File: src/rtl/fwd_pipe_pkg.sv
// fwd_pipe shared definitions: defaults, legal depth range
// and the occupancy width helper.
package fwd_pipe_pkg;

  localparam int DWIDTH_DEF = 8;
  localparam int STAGES_DEF = 2;
  localparam int STAGES_MIN = 1;
  localparam int STAGES_MAX = 16;

  function automatic int occw(input int stages);
    return $clog2(stages + 1);
  endfunction

endpackage

File: src/rtl/fwd_pipe_if.sv
// fwd_pipe stream interface: one valid/ready/data channel.
// master drives valid/data, slave drives ready.
interface fwd_pipe_if
  import fwd_pipe_pkg::*;
#(
  parameter int DWIDTH = DWIDTH_DEF
);

  logic [DWIDTH-1:0] data;
  logic              valid;
  logic              ready;

  modport master (
    output data,
    output valid,
    input  ready
  );

  modport slave (
    input  data,
    input  valid,
    output ready
  );

endinterface

File: src/rtl/fwd_pipe_stage.sv
// fwd_stage: one forward-registered pipeline slot.
// Data only loads on a valid beat so bubbles never toggle it.
module fwd_stage
  import fwd_pipe_pkg::*;
#(
  parameter int DWIDTH = DWIDTH_DEF
) (
  input  logic              clk,
  input  logic              rst,
  input  logic              flush,
  input  logic              in_valid,
  input  logic [DWIDTH-1:0] in_data,
  input  logic              down_ready,
  output logic              up_ready,
  output logic              valid_q,
  output logic [DWIDTH-1:0] data_q
);

  assign up_ready = !valid_q || down_ready;

  always_ff @(posedge clk) begin
    if (rst) begin
      valid_q <= 1'b0;
      data_q  <= '0;
    end else if (flush) begin
      valid_q <= 1'b0;
    end else if (up_ready) begin
      valid_q <= in_valid;
      if (in_valid) data_q <= in_data;
    end
  end

endmodule

File: src/rtl/fwd_pipe.sv
// fwd_pipe: N-stage forward-registered stream pipe with flush
// and occupancy; FWD_PIPE_CHECK_EN adds the upstream checker.
module fwd_pipe
  import fwd_pipe_pkg::*;
#(
  parameter  int DWIDTH = DWIDTH_DEF,
  parameter  int STAGES = STAGES_DEF,
  localparam int OCCW   = occw(STAGES)
) (
  input  logic            clk,
  input  logic            rst,
  input  logic            flush,
  fwd_pipe_if.slave       m,
  fwd_pipe_if.master      s,
  output logic [OCCW-1:0] occupancy,
  output logic            proto_err
);

  if (STAGES < STAGES_MIN || STAGES > STAGES_MAX) begin : g_bad
    $error("fwd_pipe: STAGES outside legal range");
  end

  logic [STAGES-1:0] vld;
  logic [STAGES-1:0] adv_up;
  logic [STAGES-1:0] adv_dn;
  logic [DWIDTH-1:0] dat [STAGES];
  logic              m_ready;
  logic              in_hs;
  logic              out_hs;

  // adv_up[0] dominates every other tap, so the OR equals it
  assign m_ready = (|adv_up) && !rst && !flush;
  assign m.ready = m_ready;
  assign in_hs   = m.valid && m_ready;
  assign out_hs  = vld[STAGES-1] && s.ready;
  assign s.valid = vld[STAGES-1];
  assign s.data  = dat[STAGES-1];

  for (genvar i = 0; i < STAGES; i++) begin : g_stage
    logic              in_v;
    logic [DWIDTH-1:0] in_d;

    if (i == 0) begin : g_head
      assign in_v = in_hs;
      assign in_d = m.data;
    end else begin : g_body
      assign in_v = vld[i-1];
      assign in_d = dat[i-1];
    end

    // ready from below, flattened so there is no comb chain
    if (i == STAGES - 1) begin : g_tail
      assign adv_dn[i] = s.ready;
    end else begin : g_mid
      assign adv_dn[i] = s.ready || !(&vld[STAGES-1:i+1]);
    end

    fwd_stage #(
      .DWIDTH(DWIDTH)
    ) u_stage (
      .clk       (clk),
      .rst       (rst),
      .flush     (flush),
      .in_valid  (in_v),
      .in_data   (in_d),
      .down_ready(adv_dn[i]),
      .up_ready  (adv_up[i]),
      .valid_q   (vld[i]),
      .data_q    (dat[i])
    );
  end

  always_ff @(posedge clk) begin
    if (rst || flush) begin
      occupancy <= '0;
    end else begin
      occupancy <= occupancy + OCCW'(in_hs) - OCCW'(out_hs);
    end
  end

`ifdef FWD_PIPE_CHECK_EN
  logic              stall_d;
  logic [DWIDTH-1:0] data_d;
  logic              viol;

  assign viol = stall_d && (!m.valid || m.data != data_d);

  always_ff @(posedge clk) begin
    if (rst) begin
      stall_d   <= 1'b0;
      data_d    <= '0;
      proto_err <= 1'b0;
    end else begin
      stall_d   <= m.valid && !m_ready;
      data_d    <= m.data;
      proto_err <= proto_err || viol;
    end
  end

  always_ff @(posedge clk) begin
    if (!rst && stall_d) begin
      assert (m.valid)
        else $warning("fwd_pipe: m_valid dropped before handshake");
      assert (!m.valid || m.data == data_d)
        else $warning("fwd_pipe: m_data changed while stalled");
    end
  end
`else
  assign proto_err = 1'b0;
`endif

endmodule

File: src/flat_wrapper.sv
// flat-port wrapper written by rule: the top's interface ports become plain ports
module fwd_pipe_flat import fwd_pipe_pkg::*;
#(
  parameter  int DWIDTH = DWIDTH_DEF,
  parameter  int STAGES = STAGES_DEF,
  localparam int OCCW   = occw(STAGES)
)
  (clk, rst, flush, occupancy, proto_err, m_data, m_valid, m_ready, s_data, s_valid, s_ready);
  fwd_pipe_if #(.DWIDTH(DWIDTH)) m_i ();
  fwd_pipe_if #(.DWIDTH(DWIDTH)) s_i ();
  input  logic clk;
  input  logic rst;
  input  logic flush;
  output logic [OCCW-1:0] occupancy;
  output logic proto_err;
  input wire logic [$bits(m_i.data)-1:0] m_data;
  input wire logic [$bits(m_i.valid)-1:0] m_valid;
  output wire logic [$bits(m_i.ready)-1:0] m_ready;
  output wire logic [$bits(s_i.data)-1:0] s_data;
  output wire logic [$bits(s_i.valid)-1:0] s_valid;
  input wire logic [$bits(s_i.ready)-1:0] s_ready;
  assign m_i.data = m_data;
  assign m_i.valid = m_valid;
  assign m_ready = m_i.ready;
  assign s_data = s_i.data;
  assign s_valid = s_i.valid;
  assign s_i.ready = s_ready;
  fwd_pipe #(.DWIDTH(DWIDTH), .STAGES(STAGES)) u_core (.clk(clk), .rst(rst), .flush(flush), .m(m_i), .s(s_i), .occupancy(occupancy), .proto_err(proto_err));
endmodule
File: config.mk
export PLATFORM = sky130hd
export DESIGN_NAME = fwd_pipe_flat
export DESIGN_NICKNAME = d
export VERILOG_FILES = /design/src/rtl/fwd_pipe_pkg.sv /design/src/rtl/fwd_pipe_if.sv /design/src/rtl/fwd_pipe_stage.sv /design/src/rtl/fwd_pipe.sv /design/src/flat_wrapper.sv
export SDC_FILE = /design/constraint.sdc
export NUM_CORES = 1
export LEC_CHECK = 0
export CAP_MARGIN = 0
export CORE_ASPECT_RATIO = 1.1
export CORE_MARGIN = 2
export CORE_UTILIZATION = 30
export DETAILED_ROUTE_END_ITERATION = 6
export GPL_ROUTABILITY_DRIVEN = 0
export PLACE_DENSITY = 0.59
export SLEW_MARGIN = 10
export SYNTH_ARGS = -nofsm -noshare
export SYNTH_HDL_FRONTEND = slang
export SYNTH_SLANG_ARGS = --single-unit
export TNS_END_PERCENT = 1
File: constraint.sdc
create_clock -name clk -period 1.3 [get_ports clk]
set_input_delay 0.26 -clock clk [delete_from_list [all_inputs] [get_ports clk]]
set_output_delay 0.26 -clock clk [all_outputs]
set_load 0.05 [all_outputs]
==> metrics.yaml <==
outcome: "complete, but fails checks"
violations: "negative setup slack"
die_area_mm2: 0.003458
cts_root_buf: "clkbuf_4"
report.final.slew_viol_count: 0
cp.arrival_ps: 1090
crit_path_max_incr_delay_ps: 280
final_common_cell: "dfxtp_1"
final_cell_mix: "dfxtp_1 (17), nand3_1 (16), buf_4 (14)"
reg2reg_from: "u_core.g_stage[1].u_stage.valid_q"
stdcell_count: 166
syn_avg_cell_area_um2: 9.287
core-area_mm2: 0.002803
synthArstFlopShare_pct: 0
cpLargestDelayFamily: "buffers and inverters"
pre_cts_ws_ps: -363.0
grt_pass1_vias: 834
holdBufCountCts: 0
cts_tree: "done"
cts.clk_slew.worst_paths_ps: 100
start_util_pct: 32.14
fin_skew_ps: 0.7737
syn_inst: 97
report.power.total_uw: 1108
end_kind: "output port"
crit_type: "primary input to output port"
num_antenna_cells: 0
holdCritPathClass: "flop to flop"
num_vias: 799
synth_xor_area_share_pct: 1.944
synth-seq-area-share_pct: 44.44
ys.flop_type: "dfxtp_1"
wl_um: 1938
cp.depth: 4
antenna_found_initial: 0
synthDistinctLibCells: 24
yosysWarnings: 0
hold_viol_final: 0
synth-compound-area-share_pct: 18.33
cp.required_ps: 1040
drt_iter0_markers: 7
path_buf_inv: 3
min_period_ps: 1349
clk_latency_ps: 290
netlist_area_um2: 900.9
critPathSlowestCell: "dlygate4sd2_1"
synth_edf_count: 0
vias_per_cell: 4.813
fmax_mhz: 741.2
yosys-mux-area-fraction_pct: 0
min_from: "u_core.g_stage[0].u_stage.data_q[1]"
ant_nets: 0
r2r_cells: 6
path_cells: "dlygate4sd2_1 > buf_4 > nor3_4 > buf_12"
syn_nets: 112
dp.cells: 160
synth_top_family_by_area: "simple AND/OR/NAND/NOR gates"
drv_cap: 0
ir_worst_vdd_mv: 0.4106
drc: 0
p_per_area_mw_per_mm2: 773.6
start_kind: "primary input"
post-route-util_pct: 51.12
finalInstanceArea_mm2: 0.001433
ys_ff_latch: 20
row_count: 20
nets: 149
wl_per_cell_um: 11.67
power_leakage_uw: 0.0005678
cts_buffer_depth: 2
hold_path_depth: 2
synth-simple-area-share_pct: 25.83
synth_adder_area_share_pct: 2.778
port_buffers: 24
crit_start: "rst"
grt_pass1_wl_um: 3346
setup_viol: 1
grt_usage_pct: 12.61
cts_buffers: 3
post-route-period-util_pct: 103.8
grt.overflow.total: 0
grt_max_degree: 16
cts_htree_levels: 1
die_x_um: 56.25
drive_gt1_share_pct: 36.84
cp_max_fo: 4
placed_cell_area_mm2: 0.001384
fin_ws_ps: -49.16
ioPinCount: 26
clkSinkCount: 20
syn_to_final_growth_pct: 59.03
dr.pass1.iters: 2
post-dp-hpwl_um: 1565
rsz0062_at_grt: "yes"
die_y_um: 61.48
==> tightest hold or removal path, delay by kind of cell, from the launching register on <==
family          cells  cell delay, ps
flops               1             330
compound gates      1              50
simple gates        1              60
==> where the power goes <==
group	internal [uW]	switching (uW)	leakage (uW)	total (uW)
Sequential	628	12.7	0.000164	641
Combinational	94.8	82.7	0.000388	178
Clock	119	171	0.0000150	290
Total	842	266	0.000568	1110
==> cell usage after synthesis, types with 2 or more instances <==
master	n	area, um^2
nand2b_1	10	62.56
and2_1	2	12.51
ha_1	2	25.02
inv_1	3	11.26
nor3_1	2	10.01
o21ai_0	8	40.04
o21ai_2	8	70.07
nand3_1	16	80.08
dfxtp_1	20	400.4
nor2_1	2	7.510
buf_2	2	10.01
nor2b_1	2	12.51
a21oi_1	8	40.04
clkbuf_1	2	7.510
==> kinds of logic after synthesis <==
logic type,count (synthesis)
buf+inv,9
other cells,1
xor+xnor,2
fa+ha+maj,2
flops,20
compound gates,26
simple gates,37
==> sequential cells by signal, summed over array words and instances, names as in the netlist <==
name	count
u_core.g_stage.u_stage.valid_q	2
u_core.g_stage.u_stage.data_q	16
u_core.occupancy	2
==> metal layers <==
| layer | wire length [um] | GRT usage [%] | vias to the layer above |
|---|---|---|---|
| li1 | - | - | 408 |
| met1 | 817 | 12.34 | 371 |
| met2 | 1043 | 26.55 | 18 |
| met3 | 72 | 2.101 | 2 |
| met4 | 4 | 5.102 | 0 |
| met5 | 0 | 0 | - |
==> stage by stage <==
step | TNS, ps | hold slack (ps)
finish | -49.16 | 475.7
global route | -126.4 | 463.0
global placement | -5119 | 458.6
floorplan | -128.7 | 336.6
CTS | -62.03 | 473.4
detailed placement | -5496 | 465.4
==> repair_timing <==
action | CTS | global route
resized for setup | 7 | 1
setup endpoints to repair | 3 | 3
pin swaps | 1 | 0
setup buffers | 2 | 0
==> worst paths after layout <==
path	slack, ps	end
hold / removal	480	u_core.g_stage[1].u_stage.data_q[1]
hold reg to reg	480	u_core.g_stage[1].u_stage.data_q[1]
setup / recovery	-50	m_ready
setup reg to reg	30	u_core.occupancy[1]
==> final cells by class <==
cell class	count	area, um^2
Clock buffer	4	26.28
Fill cell	295	1370
Inverter	3	11.26
Multi-Input combinational cell	68	483.0
Sequential cell	20	409.1
Tap cell	33	41.29
Timing Repair Buffer	38	461.7
No activity file was read; power rests on OpenSTA's default activity.
